[src/rtl/wb_config_shifter.sv]
// wb_config_shifter: Wishbone-fed engine that serialises buffered config words LSB-first
// onto the masked column chains and then pulses set on the same columns.
module wb_config_shifter #(
   parameter int          NUM_COLS   = 8,
   parameter int          FIFO_DEPTH = 4,
   parameter int          SET_CYCLES = 2,
   parameter logic [31:0] BASE_ADDR  = 32'h3000_0000
) (
   input  logic                wb_clk_i,
   input  logic                wb_rst_i,
   input  logic                wbs_stb_i,
   input  logic                wbs_cyc_i,
   input  logic                wbs_we_i,
   input  logic [3:0]          wbs_sel_i,
   input  logic [31:0]         wbs_addr_i,
   input  logic [31:0]         wbs_data_i,
   output logic                wbs_ack_o,
   output logic [31:0]         wbs_data_o,
   output logic [NUM_COLS-1:0] cen_out,
   output logic [NUM_COLS-1:0] shift_out,
   output logic [NUM_COLS-1:0] set_out,
   output logic                busy_out
);
   localparam int AW = $clog2(FIFO_DEPTH);
   localparam int SW = SET_CYCLES > 1 ? $clog2(SET_CYCLES) : 1;
   typedef enum logic [1:0] {IDLE, SHIFT, SET} state_t;
   state_t              state, state_n;
   logic [NUM_COLS-1:0] mask, mask_n;
   logic [31:0]         mem [FIFO_DEPTH];
   logic [AW-1:0]       wr_ptr, rd_ptr;
   logic [AW:0]         count, count_n;
   logic [31:0]         sreg, sreg_n, status, rdata_n;
   logic [4:0]          bit_cnt, bit_cnt_n;
   logic [SW-1:0]       set_cnt, set_cnt_n;
   logic [15:0]         words;
   logic                pending, pending_n;
   logic                full, empty, full_wr, stall, accept, push, pop, word_done, enter_set;
   logic [1:0]          reg_idx;
   logic                unused_addr;

   assign reg_idx     = wbs_addr_i[3:2];
   assign unused_addr = ^wbs_addr_i[1:0];
   assign full        = count == (AW+1)'(FIFO_DEPTH);
   assign empty       = count == '0;
   assign full_wr     = wbs_we_i && wbs_sel_i == 4'hF;
   // MASK waits for the engine to go idle, DATA waits for FIFO room; nothing else stalls
   assign stall       = full_wr && ((reg_idx == 2'd0 && busy_out) || (reg_idx == 2'd1 && full));
   assign accept      = wbs_stb_i && wbs_cyc_i && !wbs_ack_o &&
                        wbs_addr_i[31:4] == BASE_ADDR[31:4] && !stall;
   assign push        = accept && full_wr && reg_idx == 2'd1;
   assign mask_n      = (accept && full_wr && reg_idx == 2'd0) ? wbs_data_i[NUM_COLS-1:0] : mask;
   assign enter_set   = state == IDLE && empty && pending;
   // a COMMIT landing on the SET entry edge re-arms rather than being swallowed
   assign pending_n   = (accept && full_wr && reg_idx == 2'd2) || (pending && !enter_set);
   assign count_n     = count + (AW+1)'(push) - (AW+1)'(pop);
   assign status      = {words, 8'd0, 4'(count), 1'b0, empty, full, busy_out};
   assign rdata_n     = (accept && !wbs_we_i) ?
                        (reg_idx == 2'd0 ? 32'(mask) : reg_idx == 2'd3 ? status : 32'd0) : 32'd0;

   always_comb begin
      state_n   = state;
      sreg_n    = sreg;
      bit_cnt_n = bit_cnt;
      set_cnt_n = set_cnt;
      pop       = 1'b0;
      word_done = 1'b0;
      if (state == IDLE) begin
         if (!empty) begin
            pop       = 1'b1;
            sreg_n    = mem[rd_ptr];
            bit_cnt_n = '0;
            state_n   = SHIFT;
         end else if (pending) begin
            set_cnt_n = '0;
            state_n   = SET;
         end
      end else if (state == SHIFT) begin
         sreg_n    = sreg >> 1;
         bit_cnt_n = bit_cnt + 5'd1;
         if (bit_cnt == 5'd31) begin
            word_done = 1'b1;
            if (!empty) begin
               pop    = 1'b1;
               sreg_n = mem[rd_ptr];
            end else begin
               state_n = IDLE;
            end
         end
      end else begin
         set_cnt_n = set_cnt + SW'(1);
         if (set_cnt == SW'(SET_CYCLES - 1)) state_n = IDLE;
      end
   end

   // outputs are registered from next-state values so they line up with the state they describe
   always_ff @(posedge wb_clk_i or posedge wb_rst_i) begin
      if (wb_rst_i) begin
         state      <= IDLE;
         mask       <= '0;
         wr_ptr     <= '0;
         rd_ptr     <= '0;
         count      <= '0;
         sreg       <= '0;
         bit_cnt    <= '0;
         set_cnt    <= '0;
         words      <= '0;
         pending    <= 1'b0;
         cen_out    <= '0;
         shift_out  <= '0;
         set_out    <= '0;
         busy_out   <= 1'b0;
         wbs_ack_o  <= 1'b0;
         wbs_data_o <= '0;
      end else begin
         state      <= state_n;
         mask       <= mask_n;
         wr_ptr     <= wr_ptr + AW'(push);
         rd_ptr     <= rd_ptr + AW'(pop);
         count      <= count_n;
         sreg       <= sreg_n;
         bit_cnt    <= bit_cnt_n;
         set_cnt    <= set_cnt_n;
         words      <= words + 16'(word_done);
         pending    <= pending_n;
         cen_out    <= state_n == SHIFT ? mask_n : '0;
         shift_out  <= state_n == SHIFT ? mask_n & {NUM_COLS{sreg_n[0]}} : '0;
         set_out    <= state_n == SET ? mask_n : '0;
         busy_out   <= state_n != IDLE || count_n != '0 || pending_n;
         wbs_ack_o  <= accept;
         wbs_data_o <= rdata_n;
      end
   end

   always_ff @(posedge wb_clk_i)
      if (push) mem[wr_ptr] <= wbs_data_i;
endmodule

[config.mk]
export PLATFORM = sky130hd
export DESIGN_NAME = wb_config_shifter
export DESIGN_NICKNAME = d
export VERILOG_FILES = /design/src/rtl/wb_config_shifter.sv
export SDC_FILE = /design/constraint.sdc
export NUM_CORES = 1
export LEC_CHECK = 0
export ABC_AREA = 1
export CAP_MARGIN = 20
export CORE_ASPECT_RATIO = 1.2
export CORE_UTILIZATION = 56
export CTS_BUF_LIST = sky130_fd_sc_hd__clkbuf_16
export CTS_CLUSTER_DIAMETER = 120
export DETAILED_ROUTE_END_ITERATION = 10
export HOLD_SLACK_MARGIN = 0.12
export PLACE_DENSITY_LB_ADDON = 0.15
export SLEW_MARGIN = 20
export SYNTH_ARGS = -nofsm -noshare
export SYNTH_HDL_FRONTEND = slang
export SYNTH_SLANG_ARGS = --single-unit
export TNS_END_PERCENT = 1
[constraint.sdc]
create_clock -name wb_clk_i -period 5.8 [get_ports wb_clk_i]
set_input_delay 1.74 -clock wb_clk_i [delete_from_list [all_inputs] [get_ports wb_clk_i]]
set_output_delay 1.74 -clock wb_clk_i [all_outputs]
set_load 0.005 [all_outputs]
==> results of run 1 <==
==> worst max-delay path, cell delays in order <==
cell	delay, ns
clkdlybuf4s50_1	0.58
nor2_1	0.10
nand3_1	0.07
nand2_1	0.06
nand2_2	0.08
inv_2	0.06
nor3_4	0.25
nand3_2	0.22
ha_1	0.33
inv_1	0.04
ha_1	0.19
fa_1	0.38
xnor2_1	0.15
xor2_1	0.16
nor3_1	0.14
nand4_1	0.11
==> cells by family after synthesis <==
kind of cell | synth area share
AND/OR/NAND/NOR | 0.144
AO/OA/AOI/OAI | 0.0935
buffers and inverters | 0.0805
XOR/XNOR | 0.0150
other | 0.000356
flip-flops | 0.655
adder cells (fa/ha/maj) | 0.0114
==> state kept, by name (all words and copies together), names as in the netlist, 2 cells and up <==
signal,flops
set_out,8
cen_out,8
mask,8
wr_ptr,2
sreg,32
state,2
words,16
count,3
rd_ptr,2
mem,128
bit_cnt,5
shift_out,8
wbs_data_o,24
==> routing by layer <==
| metal | track usage | wire length [um] | up-vias |
|---|---|---|---|
| met5 | 0 | 0 | - |
| met4 | 0.0760 | 525 | 0 |
| met3 | 0.0428 | 1310 | 40 |
| met2 | 0.404 | 10800 | 190 |
| met1 | 0.291 | 8910 | 3401 |
| li1 | - | - | 3495 |
==> synth_stat cells <==
library cell / number
buf_4: 13
o22ai_1: 3
a22o_1: 2
inv_2: 5
edfxtp_1: 128
buf_2: 9
dfrtp_1: 122
clkinv_1: 1
o221ai_1: 1
o21a_1: 1
nand4_1: 16
nand2_1: 140
nor2_1: 108
buf_6: 5
clkbuf_1: 19
o21ai_0: 44
nand3_2: 4
conb_1: 1
fa_1: 1
o221ai_2: 1
a2bb2oi_1: 2
xnor2_1: 1
nor2_4: 1
nand3b_1: 1
a21oi_2: 17
o21ai_1: 2
nor3_2: 9
nor3_1: 35
nor2_2: 4
nand2_2: 3
ha_1: 8
inv_1: 148
a22oi_1: 1
a31oi_1: 3
a21oi_1: 97
nand3_1: 18
a32oi_1: 1
nor3_4: 2
xor2_1: 17
==> cell usage in the layout (no fill, tap or decap), types with 2 or more instances in the layout <==
cell type and instances:
inv_1 159, nand2_1 140, edfxtp_1 128, dfrtp_1 121
clkdlybuf4s50_1 120, nor2_1 106, a21oi_1 97, o21ai_0 44
nor3_1 33, clkbuf_16 25, nand3_1 18, xor2_1 17
a21oi_2 17, nand4_1 16, buf_4 13, nor3_2 11
ha_1 8, conb_1 8, clkinv_1 6, nor2_2 6
inv_2 5, nand3_2 4, o22ai_1 3, nand2_2 3
a31oi_1 3, nor3_4 2, a2bb2oi_1 2, o21ai_1 2
a22o_1 2, clkinv_2 2
==> layout make-up <==
class	instances	area share
clock buffer	25	0.0495
clock inverter	19	0.00584
inverter	154	0.0459
multi-input combinational	551	0.224
sequential	250	0.546
tap	252	0.0249
timing repair buffer	134	0.104
==> worst paths after layout <==
| path | from | endpoint | cells past startpoint |
|---|---|---|---|
| worst min-delay path | words[6]$_DFF_PP0_ | words[6]$_DFF_PP0_ | 1 |
| worst min register to register | words[6]$_DFF_PP0_ | words[6]$_DFF_PP0_ | 1 |
| max in group asynchronous | wb_rst_i | rd_ptr[0]$_DFF_PP0_ | 3 |
| worst max register to register | bit_cnt[0]$_DFFE_PP0P_ | busy_out$_DFF_PP0_ | 15 |
| min in group asynchronous | wb_rst_i | wbs_data_o[20]$_DFF_PP0_ | 2 |
| worst max-delay path | wbs_addr_i[3] | busy_out$_DFF_PP0_ | 16 |
==> power by group <==
| group | internal, W | switching [W] | leakage [nW] |
|---|---|---|---|
| Sequential | 0.00187 | 0.000000000000942 | 2.68 |
| Clock | 0.000771 | 0.000617 | 0.388 |
| Combinational | 0.0000499 | 0.0000556 | 2.29 |
| Total | 0.00269 | 0.000672 | 5.35 |
==> per-stage QoR <==
stage | hold WS, ns | cell area (um^2) | utilization | power [W] | worst slack [ns]
after floorplan | 0.463 | 10600 | - | 0.00194 | 0.681
after global placement | 0.486 | 11900 | 0.651 | 0.00201 | 1.01
after detailed placement | 0.483 | 11900 | 0.651 | 0.00201 | 1.02
after CTS | 0.496 | 12600 | 0.689 | 0.00339 | 1.49
after global routing | 0.512 | 12600 | 0.690 | 0.00347 | 1.37
final | 0.498 | 12600 | 0.690 | 0.00336 | 1.52
==> qor.log, run 1 <==
[outcome] run status complete, no violations
[drt] DRC Markers 0
[clock_tree] Clock Latency Late Sink 0.51 ns
[drt] DR WL/cell 15.6 um
[layout] # nets final 1197
[timing] Max Clk Rate 0.234 GHz
[drt] DR vias/cell 5.15
[global_route] Remaining Overflow, GRT 0
[timing] count of final max-slew check failures 0
[floorplan] Core Area 18300 um^2
[timing] period utilisation layout 0.738
[yosys] area leader, netlist edfxtp_1
[timing] transition at the pin with the smallest max-transition slack 1.02 ns
[clock_tree] CTS H-Tree Depth 1
[global_route] antenna violations before repair 0
[drt] number of nets still failing antenna checks after routing 0
[yosys] gate count after technology mapping 994
[placement] total of buffers placed on input and output ports 120
[layout] combined area of the multi-input logic cells 2830 um^2
[floorplan] boundary pin count 131
[yosys] synthesized area 10500 um^2
[worst_setup_path] kind of capture point of the worst setup path register
[timing] Final Critical Period 4.28 ns
[layout] fillers 1371
[timing] Hold Vio Cnt, Final 0
[placement] final RePlAce weighted congestion 0.799
[yosys] top area cells in the synthesized netlist edfxtp_1, dfrtp_1, inv_1
[yosys] number of flip-flops and latches in the synthesized netlist 250
[yosys] Mean Syn Cell Area 10.6 um^2
[clock_tree] TritonCTS buffer count 24
[clock_tree] clock tree buffer depth 3
[timing] worst rel slew slack 0.321
[power_and_ir_drop] worst-case vdd ir drop 230 uV
[layout] Non-Filler Instances 1385
[power_and_ir_drop] standby leakage power 5.35 nW
[yosys] sequential-to-total area share from yosys stat 0.655
[drt] number of search-and-repair iterations in the first detailed-routing pass 5
[yosys] number of distinct library cells after synthesis 39
[worst_setup_path] data arrival time of the worst path 4.66 ns
[worst_setup_path] critical path peak fanout 6
[floorplan] die extent in y 152 um
[clock_tree] clock slew at reported path FFs 0.06 ns
[clock_tree] # Post-CTS Setup Buffers 0
[hold_path] path category of the worst min-delay check reg -> reg
[layout] register area 6900 um^2
[drt] Final Routed Wirelength 21600 um
[clock_tree] Num Clock Sinks 250
[placement] post-detailed-placement half-perimeter wirelength 13400 um
[floorplan] Die Area 19400 um^2
[drt] detailed-route via count 7126
[yosys] share of Yosys cell area claimed by the top area cell type 0.365
[timing] unrepaired setup endpoints after global routing no
[worst_setup_path] critical path startpoint category input port
[layout] area added between synthesis and finish 20.0%
[global_route] pin count of the biggest net entering global routing 98
[clock_tree] TritonCTS clock tree built
[global_route] first-pass GRT wire length 35400 um
[yosys] synth warn 0
[timing] final setup vio count 0
[run] Max Cap Violations 0
[floorplan] Horiz. Die Dim 127 um
[timing] post-route clock skew 0.00944 ns
[layout] share of cells above drive strength 1 0.0821
[clock_tree] root cell of the clock tree clkbuf_16
[placement] cell count after placement 1340
[clock_tree] count of cells resized by post-cts repair 0
[drt] Iter 0 DRT Violations 488
[layout] number of diodes 0
[worst_setup_path] WP data required 6.18 ns
[global_route] via count of the first global-routing pass 7250
[clock_tree] cts-stage hold buffer count 0
[timing] final total negative setup slack 0 ns
[power_and_ir_drop] total power per unit cell area 266 nW/um^2
[global_route] global-route total usage across every layer 0.232
[floorplan] initial core utilization 0.575
[worst_setup_path] R2R setup slack 2.62 ns
[worst_setup_path] Crit Path Class in -> reg
[floorplan] number of core rows 54
Power figures use the tool's default switching activity.
==> run 2, diff against run 1 <==
==> constraint.sdc (replaced) <==
create_clock -name wb_clk_i -period 4 [get_ports wb_clk_i]
set_input_delay 1.2 -clock wb_clk_i [delete_from_list [all_inputs] [get_ports wb_clk_i]]
set_output_delay 1.2 -clock wb_clk_i [all_outputs]
set_load 0.005 [all_outputs]
==> run 2 against run 1 <==
Against the previous run: clock-buffer cell count rose by 1; cell area grew 1.3%; die area is the same; register-to-register slack got worse by 1.5 ns; utilization grew 0.90 points; first-iteration DRC count grew 8.0%; power up 50%; critical endpoint unchanged.
==> qor.log, run 2 (synthesis results as in run 1) <==
[clock_tree] Clock Latency Late Sink 0.51 ns
[drt] number of search-and-repair iterations in the first detailed-routing pass 7
[layout] most common cell after layout, fill and taps aside inv_1
[layout] largest register by flop count mem
[power_and_ir_drop] total internal power 0.00402 W
[power_and_ir_drop] Sw Share 0.201
[global_route] via count of the first global-routing pass 7336
[floorplan] Horiz. Die Dim 127 um
[timing] worst rel slew slack 0.304
[floorplan] number of core rows 54
[clock_tree] root cell of the clock tree clkbuf_16
[worst_setup_path] cell at the slowest stage of the critical path clkdlybuf4s50_1
[global_route] global-route total usage across every layer 0.234
[drt] detailed-route via count 7184
[floorplan] Die Area 19400 um^2
[layout] utilization after layout 0.699
[timing] post-route clock skew 0.00903 ns
[timing] Max Clk Rate 0.283 GHz
[layout] area added between synthesis and finish 21.6%
[clock_tree] TritonCTS clock tree built
[layout] fillers 1373
[power_and_ir_drop] net switching power 0.00101 W
[worst_setup_path] dominant cell type by count on the critical path ha_1
[outcome] run status complete, no violations
[power_and_ir_drop] power consumption 0.00503 W
[drt] DR WL/cell 15.7 um
[worst_setup_path] list of cells traversed by the critical path clkdlybuf4s50_1 -> nor2_1 -> nand3_1 -> nand2_1 -> nand2_2 -> inv_2 -> nor3_4 -> nand3_2 -> ha_1 -> inv_1 -> ha_1 -> fa_1 -> xnor2_1 -> xor2_1 -> nor3_1 -> nand4_1
[worst_setup_path] critical path peak fanout 4
[timing] Final Critical Period 3.54 ns
[layout] share of cells above drive strength 1 0.0947
[layout] max reg flops 128
[placement] final RePlAce weighted congestion 0.810
[clock_tree] TritonCTS buffer count 25
[timing] Hold Vio Cnt, Final 0
[floorplan] Core Area 18300 um^2
[global_route] first-pass GRT wire length 35900 um
[drt] DR vias/cell 5.16
[layout] post-route design area 12800 um^2
[clock_tree] # Post-CTS Setup Buffers 0
[clock_tree] Num Clock Sinks 250
[worst_setup_path] kind of capture point of the worst setup path register
[global_route] Remaining Overflow, GRT 0
[timing] unrepaired setup endpoints after global routing no
[floorplan] die extent in y 152 um
[worst_setup_path] delay of the slowest cell on the worst path 0.54 ns
[layout] # nets final 1205
[timing] final total negative setup slack 0 ns
[layout] number of diodes 0
[placement] post-detailed-placement half-perimeter wirelength 13600 um
[hold_path] path category of the worst min-delay check reg -> reg
[power_and_ir_drop] Combinational Power Share 0.031
[layout] highest-count cells in the layout ignoring fill and taps inv_1, nand2_1, edfxtp_1
[drt] Iter 0 DRT Violations 527
[clock_tree] clock slew at reported path FFs 0.06 ns
[floorplan] initial core utilization 0.575
[floorplan] boundary pin count 131
[clock_tree] cts-stage hold buffer count 0
[worst_setup_path] Crit Path Class in -> reg
[layout] leading registers by flop count mem x128, sreg x32, wbs_data_o x24
[timing] final setup vio count 0
[placement] Area after DPL 12000 um^2
[power_and_ir_drop] fraction of power consumed by the clock network 0.431
[clock_tree] CTS H-Tree Depth 1
[worst_setup_path] critical path startpoint category input port
[timing] Hold WS 0.498 ns
[run] Max Cap Violations 0
[power_and_ir_drop] worst-case vdd ir drop 427 uV
[drt] number of nets still failing antenna checks after routing 0
[timing] transition at the pin with the smallest max-transition slack 1.04 ns
[drt] Final Routed Wirelength 21800 um
[power_and_ir_drop] standby leakage power 5.41 nW
[timing] period utilisation layout 0.884
[clock_tree] count of cells resized by post-cts repair 0
[placement] total of buffers placed on input and output ports 120
[clock_tree] clock tree buffer depth 3
[worst_setup_path] WP data required 4.39 ns
[drt] DRC Markers 0
[power_and_ir_drop] total power per unit cell area 393 nW/um^2
[global_route] pin count of the biggest net entering global routing 59
[worst_setup_path] data arrival time of the worst path 3.92 ns
[global_route] antenna violations before repair 0
[timing] count of final max-slew check failures 0
[power_and_ir_drop] sequential share of power 0.538
-- run 2: changes by cell type in the layout (fill, tap and decap cells not counted) --
cell and delta:
clkinvlp_4 +1, buf_12 +5, inv_1 -6, inv_6 +1, clkbuf_16 +1, buf_8 -1
clkinv_1 -2, dfrtp_4 -1, bufinv_16 +1, buf_4 +3, dfrtp_2 +1, clkinv_2 +3
inv_2 +1
-- run 2: area by class of cell --
| class | count | area (um^2) | area share |
|---|---|---|---|
| Clock buffer | 26 | 651 | 0.0508 |
| Clock inverter | 18 | 109 | 0.00850 |
| Inverter | 154 | 581 | 0.0453 |
| Multi-Input combinational cell | 551 | 2830 | 0.221 |
| Sequential cell | 250 | 6900 | 0.539 |
| Tap cell | 252 | 315 | 0.0246 |
| Timing Repair Buffer | 141 | 1420 | 0.111 |
-- run 2: worst max-delay path: cells and delay by family --
| kind | cells | cell delay (ns) |
|---|---|---|
| adder cells (fa/ha/maj) | 3 | 0.84 |
| AND/OR/NAND/NOR | 8 | 0.91 |
| buffers and inverters | 3 | 0.63 |
| XOR/XNOR | 2 | 0.32 |
-- run 2: stage by stage --
| step | setup WS [ns] | std cells |
|---|---|---|
| 3_5_place_dp | -0.0624 | 1348 |
| 4_1_cts | 0.470 | 1392 |
| 3_3_place_gp | -0.0109 | 1348 |
| 2_1_floorplan | -0.579 | 1001 |
| 6_report | 0.463 | 1392 |
| 5_1_grt | 0.241 | 1392 |
-- run 2: worst paths after layout --
| kind | cells after the start | end | slack, ns | from |
|---|---|---|---|---|
| worst max-delay path | 16 | busy_out$_DFF_PP0_ | 0.46 | wbs_addr_i[3] |
| worst min-delay path | 1 | bit_cnt[0]$_DFFE_PP0P_ | 0.50 | bit_cnt[0]$_DFFE_PP0P_ |
| worst max register to register | 14 | busy_out$_DFF_PP0_ | 1.13 | bit_cnt[0]$_DFFE_PP0P_ |
| worst min register to register | 1 | bit_cnt[0]$_DFFE_PP0P_ | 0.50 | bit_cnt[0]$_DFFE_PP0P_ |
| max in group asynchronous | 3 | cen_out[4]$_DFF_PP0_ | 2.22 | wb_rst_i |
| min in group asynchronous | 2 | words[6]$_DFF_PP0_ | 1.08 | wb_rst_i |
-- run 2: metal layers --
| layer | track usage | up-vias | routed length [um] |
|---|---|---|---|
| met3 | 0.0471 | 46 | 1260 |
| met4 | 0.0612 | 0 | 431 |
| met1 | 0.293 | 3458 | 8970 |
| li1 | - | 3515 | - |
| met5 | 0 | - | 0 |
| met2 | 0.413 | 165 | 11200 |
-- run 2: power groups by stage --
stage,combinational [W],sequential (W),clock [W]
floorplan,0.0000535,0.00276,0
global placement,0.000154,0.00276,0
detailed placement,0.000157,0.00276,0
CTS,0.000158,0.00271,0.00221
global route,0.000173,0.00271,0.00231
finish,0.000156,0.00271,0.00217
==> run 3, diff against run 2 <==
--- a/config.mk
+++ b/config.mk
@@ -8,8 +8,8 @@
 export ABC_AREA = 1
 export CAP_MARGIN = 20
 export CORE_ASPECT_RATIO = 1.2
-export CORE_UTILIZATION = 56
-export CTS_BUF_LIST = sky130_fd_sc_hd__clkbuf_16
+export CORE_UTILIZATION = 58
+export CTS_BUF_LIST = sky130_fd_sc_hd__clkbuf_4 sky130_fd_sc_hd__clkbuf_8
 export CTS_CLUSTER_DIAMETER = 120
 export DETAILED_ROUTE_END_ITERATION = 10
 export HOLD_SLACK_MARGIN = 0.12
==> constraint.sdc (replaced) <==
create_clock -name wb_clk_i -period 4 [get_ports wb_clk_i]
set_input_delay 0.8 -clock wb_clk_i [delete_from_list [all_inputs] [get_ports wb_clk_i]]
set_output_delay 0.8 -clock wb_clk_i [all_outputs]
set_load 0.005 [all_outputs]
==> run 3 against run 2 <==
Against the previous run: hold slack lost 0.0080 ns; maximum frequency is 11% higher; the flow now finishes with violations (DRC); die area shrank 3.4%; critical path depth did not move; register-to-register slack improved by 0.03 ns; wire length is 0.77% lower; combinational power hardly changed; cell count down 0.65%; cell area down 0.83%; critical endpoint unchanged; clock power is 3% lower.
==> qor.log, run 3 (synthesis results as in run 1) <==
[layout] area added between synthesis and finish 20.6%
[outcome] violated checks DRC
[floorplan] boundary pin count 131
[drt] DR WL/cell 15.7 um
[hold_path] path category of the worst min-delay check reg -> reg
[global_route] via count of the first global-routing pass 7403
[layout] leading registers by flop count mem x128, sreg x32, wbs_data_o x24
[placement] worst slack, placed 0.277 ns
[timing] Hold Vio Cnt, Final 0
[drt] Iter 0 DRT Violations 454
[clock_tree] root cell of the clock tree clkbuf_8
[clock_tree] # Post-CTS Setup Buffers 0
[layout] most common cell after layout, fill and taps aside inv_1
[placement] final RePlAce weighted congestion 0.795
[worst_setup_path] WP data required 4.41 ns
[layout] Non-Filler Instances 1383
[worst_setup_path] data arrival time of the worst path 3.59 ns
[worst_setup_path] critical path buffer and inverter count 3
[drt] DRC Markers 9
[clock_tree] count of cells resized by post-cts repair 0
[power_and_ir_drop] standby leakage power 5.40 nW
[outcome] run status finished with violations
[timing] transition at the pin with the smallest max-transition slack 1.04 ns
[placement] Area after DPL 11900 um^2
[floorplan] die extent in y 150 um
[floorplan] Horiz. Die Dim 125 um
[worst_setup_path] list of cells traversed by the critical path clkdlybuf4s50_1 -> nor2_1 -> nand3_1 -> nand2_1 -> nand2_2 -> inv_2 -> nor3_4 -> nand3_2 -> ha_1 -> inv_1 -> ha_1 -> fa_1 -> xnor2_1 -> xor2_1 -> nor3_1 -> nand4_1
[timing] post-route clock skew 0.0205 ns
[layout] max reg flops 128
[floorplan] number of core rows 53
[worst_setup_path] critical path startpoint category input port
[power_and_ir_drop] total power per unit cell area 391 nW/um^2
[layout] number of diodes 0
[timing] Hold WS 0.490 ns
[worst_setup_path] critical path peak fanout 4
[drt] detailed-route via count 7196
[power_and_ir_drop] worst-case vdd ir drop 329 uV
[worst_setup_path] delay of the slowest cell on the worst path 0.53 ns
[global_route] Remaining Overflow, GRT 0
[drt] DR vias/cell 5.20
[global_route] antenna violations before repair 0
[worst_setup_path] dominant cell type by count on the critical path ha_1
[clock_tree] TritonCTS clock tree built
[drt] Final Routed Wirelength 21700 um
[timing] unrepaired setup endpoints after global routing no
[layout] highest-count cells in the layout ignoring fill and taps inv_1, nand2_1, edfxtp_1
[worst_setup_path] cell at the slowest stage of the critical path clkdlybuf4s50_1
[drt] number of nets still failing antenna checks after routing 0
[clock_tree] Num Clock Sinks 250
[worst_setup_path] kind of capture point of the worst setup path register
[clock_tree] cts-stage hold buffer count 0
[timing] Max Clk Rate 0.315 GHz
[floorplan] initial core utilization 0.597
[worst_setup_path] Crit Path Class in -> reg
[timing] worst rel slew slack 0.307
[timing] worst path setup slack after routing 0.824 ns
[clock_tree] clock tree buffer depth 3
[global_route] pin count of the biggest net entering global routing 59
[timing] Final Critical Period 3.18 ns
[clock_tree] CTS H-Tree Depth 2
[timing] period utilisation layout 0.794
[floorplan] Die Area 18700 um^2
[global_route] global-route total usage across every layer 0.247
[timing] final setup vio count 0
[drt] number of search-and-repair iterations in the first detailed-routing pass 7
[layout] # nets final 1217
[clock_tree] clock slew at reported path FFs 0.06 ns
[placement] total of buffers placed on input and output ports 120
[worst_setup_path] Crit path max-delay family simple AND/OR/NAND/NOR gates
[placement] post-detailed-placement half-perimeter wirelength 13600 um
[global_route] first-pass GRT wire length 36100 um
[placement] cell count after placement 1314
[run] Max Cap Violations 0
[layout] largest register by flop count mem
[layout] post-route design area 12700 um^2
[clock_tree] TritonCTS buffer count 39
[layout] share of cells above drive strength 1 0.119
[timing] count of final max-slew check failures 0
[floorplan] Core Area 17600 um^2
[clock_tree] Clock Latency Late Sink 0.54 ns
[run 3: cell count changes in the layout (fill, tap and decap cells not counted), moves of 3 or more]
cell,previous run,this run
clkbuf_8,0,43
clkbuf_16,26,0
clkbuf_4,0,18
inv_1,153,147
buf_4,16,19
buf_12,5,0
[run 3: final cells by class]
cell class | count | area, um^2
Clock buffer | 61 | 727
Multi-Input combinational cell | 551 | 2830
Inverter | 154 | 581
Tap cell | 220 | 275
Clock inverter | 8 | 43.8
Fill cell | 1258 | 4940
Sequential cell | 250 | 6900
Timing Repair Buffer | 139 | 1340
[run 3: final timing paths]
kind | start | endpoint | slack, ns | depth (start not counted)
max | wbs_addr_i[3] | busy_out$_DFF_PP0_ | 0.82 | 16
min | words[6]$_DFF_PP0_ | words[6]$_DFF_PP0_ | 0.49 | 1
max reg2reg | bit_cnt[0]$_DFFE_PP0P_ | busy_out$_DFF_PP0_ | 1.16 | 14
min reg2reg | words[6]$_DFF_PP0_ | words[6]$_DFF_PP0_ | 0.49 | 1
max in group asynchronous | wb_rst_i | wr_ptr[1]$_DFF_PP0_ | 2.46 | 3
min in group asynchronous | wb_rst_i | wbs_data_o[22]$_DFF_PP0_ | 0.71 | 2
[run 3: metrics by stage]
stage | util | total power, W | setup TNS (ns)
2_1_floorplan | - | 0.00281 | -16.67
3_3_place_gp | 0.676 | 0.00291 | 0
3_5_place_dp | 0.676 | 0.00291 | 0
4_1_cts | 0.720 | 0.00501 | 0
5_1_grt | 0.720 | 0.00513 | 0
6_report | 0.720 | 0.00496 | 0
[run 3: layer usage]
layer | routed length (um) | vias up | global-route usage
li1 | - | 3532 | -
met1 | 8950 | 3459 | 0.297
met2 | 11000 | 166 | 0.434
met3 | 1180 | 39 | 0.0601
met4 | 491 | 0 | 0.0878
met5 | 0 | - | 0
[run 3: power by group]
part	total [W]	switching [W]	internal, W
clock network	0.00210	0.000945	0.00116
registers	0.00271	0.00000000000138	0.00271
logic	0.000153	0.0000796	0.0000730
total	0.00496	0.00102	0.00394
